`src/rtl/stepper_step_ctrl_if.sv`:
```
// Step-rate controller bus: motion request in, step pulse and status out.
// The master side requests motion; the slave side is the step controller.
interface stepper_step_ctrl_if #(
    parameter int CNT_W = 27
);
    logic             run;
    logic             dir_req;
    logic             step;
    logic             clockwise;
    logic             busy;
    logic [CNT_W-1:0] cur_div;

    modport master (
        output run,
        output dir_req,
        input  step,
        input  clockwise,
        input  busy,
        input  cur_div
    );

    modport slave (
        input  run,
        input  dir_req,
        output step,
        output clockwise,
        output busy,
        output cur_div
    );
endinterface

```
`src/rtl/stepper_step_ctrl.sv`:
```
// Trapezoidal step-rate generator feeding the stepper phase FSM driver.
// Produces a one-cycle step enable on the free-running clock, ramping the
// step period from START_DIV down to MIN_DIV and back up before stopping.
// Direction is latched on launch and only changes from IDLE.
module stepper_step_ctrl #(
    parameter int CNT_W     = 27,
    parameter int START_DIV = 10000000,
    parameter int MIN_DIV   = 1000000,
    parameter int RAMP_STEP = 1500000
) (
    input  logic                clk,
    input  logic                reset,
    stepper_step_ctrl_if.slave  bus
);

    localparam logic [1:0] IDLE   = 2'd0;
    localparam logic [1:0] ACCEL  = 2'd1;
    localparam logic [1:0] CRUISE = 2'd2;
    localparam logic [1:0] DECEL  = 2'd3;

    localparam int DIV_MAX = (1 << CNT_W) - 1;

    localparam logic [CNT_W-1:0] START_D = CNT_W'(START_DIV);
    localparam logic [CNT_W-1:0] MIN_D   = CNT_W'(MIN_DIV);
    // A ramp step wider than the counter always saturates, so clamp it to
    // the largest representable value to keep all arithmetic in CNT_W bits.
    localparam logic [CNT_W-1:0] RAMP_SAT =
        CNT_W'((RAMP_STEP > DIV_MAX) ? DIV_MAX : RAMP_STEP);

    logic [1:0]       state_q, state_d;
    logic [CNT_W-1:0] cnt_q, cnt_d;
    logic [CNT_W-1:0] div_q, div_d;
    logic             step_q, step_d;
    logic             cw_q, cw_d;

    logic             period_done;
    logic             stop_req;
    logic [CNT_W-1:0] div_accel;
    logic [CNT_W-1:0] div_decel;

    // Saturating next-period values; compare the headroom before adjusting
    // so neither the subtraction nor the addition can wrap.
    always_comb begin
        period_done = (cnt_q == div_q - CNT_W'(1));
        stop_req    = !bus.run || (bus.dir_req != cw_q);
        div_accel   = ((div_q - MIN_D) > RAMP_SAT) ? (div_q - RAMP_SAT) : MIN_D;
        div_decel   = ((START_D - div_q) > RAMP_SAT) ? (div_q + RAMP_SAT) : START_D;
    end

    // Next-state logic: period counter, ramp updates and FSM transitions.
    // A step-driven period update is applied first and a pending stop or
    // resume request then decides the state.
    always_comb begin
        state_d = state_q;
        cnt_d   = cnt_q;
        div_d   = div_q;
        step_d  = 1'b0;
        cw_d    = cw_q;

        if (state_q == IDLE) begin
            if (bus.run) begin
                cw_d    = bus.dir_req;
                cnt_d   = '0;
                div_d   = START_D;
                state_d = ACCEL;
            end
        end else begin
            if (period_done) begin
                cnt_d  = '0;
                step_d = 1'b1;
            end else begin
                cnt_d = cnt_q + CNT_W'(1);
            end

            case (state_q)
                ACCEL: begin
                    if (period_done) begin
                        div_d = div_accel;
                        if (div_accel == MIN_D) begin
                            state_d = CRUISE;
                        end
                    end
                    if (stop_req) begin
                        state_d = DECEL;
                    end
                end
                CRUISE: begin
                    if (stop_req) begin
                        state_d = DECEL;
                    end
                end
                DECEL: begin
                    if (period_done) begin
                        if (div_q == START_D) begin
                            state_d = IDLE;
                        end else begin
                            div_d = div_decel;
                        end
                    end
                    if (!stop_req) begin
                        state_d = ACCEL;
                    end
                end
                default: begin
                    state_d = IDLE;
                end
            endcase
        end
    end

    // State registers with synchronous reset taking priority over motion.
    always_ff @(posedge clk) begin
        if (reset) begin
            state_q <= IDLE;
            cnt_q   <= '0;
            div_q   <= START_D;
            step_q  <= 1'b0;
            cw_q    <= 1'b1;
        end else begin
            state_q <= state_d;
            cnt_q   <= cnt_d;
            div_q   <= div_d;
            step_q  <= step_d;
            cw_q    <= cw_d;
        end
    end

    assign bus.step      = step_q;
    assign bus.clockwise = cw_q;
    assign bus.busy      = (state_q != IDLE);
    assign bus.cur_div   = div_q;

endmodule

```
`src/flat_wrapper.sv`:
```
// flat-port wrapper written by rule: the top's interface ports become plain ports
module stepper_step_ctrl_flat 
#(
    parameter int CNT_W     = 27,
    parameter int START_DIV = 10000000,
    parameter int MIN_DIV   = 1000000,
    parameter int RAMP_STEP = 1500000
)
  (clk, reset, bus_run, bus_dir_req, bus_step, bus_clockwise, bus_busy, bus_cur_div);
  stepper_step_ctrl_if #(.CNT_W(CNT_W)) bus_i ();
  input  logic clk;
  input  logic reset;
  input wire logic [$bits(bus_i.run)-1:0] bus_run;
  input wire logic [$bits(bus_i.dir_req)-1:0] bus_dir_req;
  output wire logic [$bits(bus_i.step)-1:0] bus_step;
  output wire logic [$bits(bus_i.clockwise)-1:0] bus_clockwise;
  output wire logic [$bits(bus_i.busy)-1:0] bus_busy;
  output wire logic [$bits(bus_i.cur_div)-1:0] bus_cur_div;
  assign bus_i.run = bus_run;
  assign bus_i.dir_req = bus_dir_req;
  assign bus_step = bus_i.step;
  assign bus_clockwise = bus_i.clockwise;
  assign bus_busy = bus_i.busy;
  assign bus_cur_div = bus_i.cur_div;
  stepper_step_ctrl #(.CNT_W(CNT_W), .START_DIV(START_DIV), .MIN_DIV(MIN_DIV), .RAMP_STEP(RAMP_STEP)) u_core (.clk(clk), .reset(reset), .bus(bus_i));
endmodule
```
`config.mk`:
```
export PLATFORM = sky130hd
export DESIGN_NAME = stepper_step_ctrl_flat
export DESIGN_NICKNAME = d
export VERILOG_FILES = /design/src/rtl/stepper_step_ctrl_if.sv /design/src/rtl/stepper_step_ctrl.sv /design/src/flat_wrapper.sv
export SDC_FILE = /design/constraint.sdc
export NUM_CORES = 1
export LEC_CHECK = 0
export CAP_MARGIN = 20
export CORE_MARGIN = 2
export CORE_UTILIZATION = 56
export CTS_CLUSTER_SIZE = 28
export DETAILED_ROUTE_END_ITERATION = 10
export GPL_TIMING_DRIVEN = 0
export PLACE_DENSITY = 0.79
export REMOVE_ABC_BUFFERS = 1
export SLEW_MARGIN = 20
export SYNTH_ARGS = -nofsm -noshare
export SYNTH_HDL_FRONTEND = slang
export SYNTH_SLANG_ARGS = --single-unit
```
`constraint.sdc`:
```
create_clock -name clk -period 3.3 [get_ports clk]
set_input_delay 0.66 -clock clk [delete_from_list [all_inputs] [get_ports clk]]
set_output_delay 0.66 -clock clk [all_outputs]
set_load 0.01 [all_outputs]
```
==> summary.md <==
| Metric | Value |
|---|---|
| Die area | 0.0119 mm2 |
| Flop2flop setup slack | -0.36 ns |
| Gr usage total | between 30% and 40% |
| Final setup margin | -0.360 ns |
| Max_cap viols | 0 |
| Total congestion overflow | 0 |
| Final nets | approximately 930 |
| Slew HR | a little over a third |
| Met1 GRT Util | 50.3% |
| Wirelength per Cell | 21.6 um |
| Syn-to-layout area delta | 24.3% |
| CTS max path bufs | 2 |
| Power per standard cell area | slightly below 900 mW/mm2 |
| Cell-internal power | 3.18 mW |
| IO Pins | 34 |
| FMAX | between 200 and 300 MHz |
| Logic pwr share | between 70% and 80% |
| Hold path cells | 1 |
| Vias in the first global route | between 7,000 and 8,000 |
| Diode count | 0 |
| TritonCTS Buffers | 9 |
| Failing checks | setup timing |
| Crit start category | register |
| Kind of critical path | reg -> reg |
| Status | finished with violations |
| Skew final | roughly 0.014 ns |
| DRT antenna net count | 0 |
| Number of synthesized flops with an enable pin | 0 |
| RSZ-0062 raised after global routing | true |
| NetSw | roughly 3.6 mW |
| CP endpoint kind | register |
| Number of synthesized register bits | 58 |
| Via density | approximately 7.1 |
| Initial antenna violation count | 0 |
| Sw Ratio | a little over half |
| Leakage | ~2.8 nW |
| Port Buf Inserts | 33 |
| Final Hold Vio Count | 0 |
| Count of non-filler cells in the finished layout | 1,057 |
| # DRC | 0 |
| Mapped Area | 0.00618 mm2 |
| # fillers | between 800 and 900 |
| GRT met2 Usage | around three fifths |
| Starting DRT DRC Count | roughly 1,100 |
| Worst Max-Slew Pin Slew | around 0.97 ns |
| Main synth FF type | dfxtp_1 |
| Routed Wire Length | between 20,000 and 25,000 um |
| Worst-skew pair later-pin latency | ~0.38 ns |
| H-tree levels | 3 |
| Slew Viols, Final | 0 |
| Vias | between 7,000 and 8,000 |
| Minimum clock period | 3.66 ns |
| Flop pwr share | between 20% and 30% |
| Synth unique cells | between 80 and 90 |
| Crit path launch | u_core.bus.cur_div[22] |
| Cells after synthesis | roughly 870 |
| GR Util met3 | approximately a tenth |
| Clock Root Buffer | clkbuf_8 |
| Crit path capture | u_core.bus.cur_div[14] |
| Rows | 38 |
| Detailed-placement wirelength estimate | 14,300 um |
| Synth top area cells | dfxtp_1 19%, o21ai_0 6.6%, xnor2_1 6.2% |
| Final Wtd Congestion | 0.972 |
| Cell count after placement | 980 |
| FF-to-FF End | u_core.bus.cur_div[14] |
| First-pass GRT wire length | around 36,000 um |
| Fin crit share | 111% |
| Crit path DAT | slightly below 4 ns |
| Clock power share | a little under a tenth |
| Hold_ws | between 0.4 and 0.5 ns |
| Fraction of registers with async set/reset | 0% |
| GR peak layer | met2 |
| CP Data Required Time | approximately 3.6 ns |
| Max FO, Critical Path | 20 |
| Maximum VDD drop | 0.000700 V |
| Most common cell in the netlist | nand2_1 |
| Sequential area share after synthesis | about a fifth |
| CTS tree | done |
| Area leader, netlist | dfxtp_1 |
| Clock slew at reported path FFs | 0.08 ns |
| Yosys warning total | 0 |
| Synth top area share | about a fifth |
| Commonest cells post-synth | 89 x nand2_1, 81 x o21ai_0, 58 x dfxtp_1 |
| Worst reg2reg path depth | 13 |
| Die height | 109 um |
| Initial Util | 57.3% |
| Die Wd | 109 um |
| DRT Pass-1 Iters | 6 |
| Core Area | 0.0108 mm2 |
| # setup viols final | 56 |
| Reg-to-Reg Start | u_core.bus.cur_div[22] |
| Sink Count | 58 |
| Avg Cell Area, Syn | a little over 7 um2 |
| Layout cell share with drive strength beyond 1 | about 20% |
| Largest net degree at the start of global routing | 31 |
| Worst Hold Class | reg -> reg |
-- worst max-delay path, stage by stage, from the launching register on --
cell,delay [ns]
dfxtp_1,0.54
or4_1,0.66
xor2_1,0.19
or2_0,0.22
mux2i_1,0.20
o211ai_1,0.15
nand4b_1,0.30
nor4bb_4,0.32
buf_4,0.19
buf_6,0.12
o2111a_2,0.23
buf_12,0.14
and4b_1,0.17
o2bb2a_1,0.14
-- placed cells by master (no fill, tap or decap), types with 9 or more instances in the layout --
cell             netlist  routed
dfxtp_2                0       9
xnor2_1               44      44
inv_1                 30      26
nand2_1               89      85
buf_4                  1      40
a211oi_1              10       9
buf_6                  3      16
dfxtp_4                0      11
and3_1                15      14
xor2_1                19      19
a21oi_1               44      37
nand4_1               13      13
or3_1                 11      10
o21ai_1                3      12
a31oi_1               24      22
ha_1                  16      13
nand3_1               46      43
dfxtp_1               58      38
o21ai_0               81      68
clkbuf_8               0      11
clkdlybuf4s50_1        0      33
nor2_1                51      48
nor3_1                29      26
nor4_1                21      17
mux2i_1                9       9
o211ai_1              10      10
-- kinds of logic (layout without fill, tap and decap cells) --
| kind of cell | after synthesis | after routing | share of synthesized area (%) |
|---|---|---|---|
| XOR/XNOR | 64 | 64 | 9.31 |
| buffers and inverters | 101 | 147 | 6.88 |
| multiplexers | 9 | 9 | 1.46 |
| AND/OR/NAND/NOR | 350 | 350 | 30.7 |
| AO/OA/AOI/OAI | 273 | 273 | 29.6 |
| adder cells (fa/ha/maj) | 16 | 16 | 3.24 |
| flip-flops | 58 | 58 | 18.8 |
-- through the flow --
stage               total power, mW  area [um2]  setup TNS, ns  utilization, %  setup WS, ns
CTS                            6.38        7550          -7.41            69.9        -0.252
global placement               4.68        6390        -167.86            59.2         -3.47
detailed placement             4.82        6460         -67.67            59.8         -1.88
floorplan                      3.70        5880         -62.02               -         -1.43
finish                         6.77        7680         -12.30            71.2        -0.360
global route                   7.13        7680         -18.25            71.2        -0.468
-- power groups by stage --
stage               Combinational (mW)  Sequential [mW]  Clock, mW
floorplan                         2.52             1.18          0
global placement                  3.39             1.29          0
detailed placement                3.51             1.31          0
CTS                               4.43             1.31      0.632
global route                      5.11             1.37      0.659
finish                            4.79             1.36      0.627
-- flip-flops by register name, indices dropped and copies added (netlist names) --
name and count:
u_core.bus.clockwise 1, u_core.bus.cur_div 27, u_core.bus.step 1, u_core.cnt_q 27, u_core.state_q 2
-- cell type report --
| class | instances | area (um2) | area share (%) |
|---|---|---|---|
| well taps | 140 | 175 | 2.28 |
| repair buffers | 98 | 993 | 12.9 |
| inverters | 34 | 138 | 1.79 |
| clock inverters | 3 | 15.0 | 0.195 |
| clock buffers | 12 | 155 | 2.02 |
| multi-input cells | 712 | 4990 | 65.0 |
| flip-flops and latches | 58 | 1210 | 15.8 |
-- metal layers --
layer	vias to the layer above	part of all wire, %
met4	0	4.6
met3	101	11
met5	-	0
met2	498	45
met1	3515	40
li1	3364	-
-- worst min-delay path by stage --
| stage | from | end | slack (ns) |
|---|---|---|---|
| finish | u_core.cnt_q[11] | u_core.cnt_q[11] | 0.49 |
| global route | u_core.cnt_q[11] | u_core.cnt_q[11] | 0.53 |
| CTS | u_core.cnt_q[11] | u_core.cnt_q[11] | 0.50 |
| detailed placement | u_core.cnt_q[11] | u_core.cnt_q[11] | 0.49 |
| global placement | u_core.cnt_q[11] | u_core.cnt_q[11] | 0.48 |
| floorplan | u_core.cnt_q[11] | u_core.cnt_q[11] | 0.45 |
-- timing repair --
action | CTS | global route
pin swaps | 39 | 9
buffers inserted | 61 | 6
gates resized for setup | 122 | 23
cloned | 1 | 0
setup endpoints to repair | 57 | 57
hold buffers | 0 | 0
(Power assumes the default switching activity.)
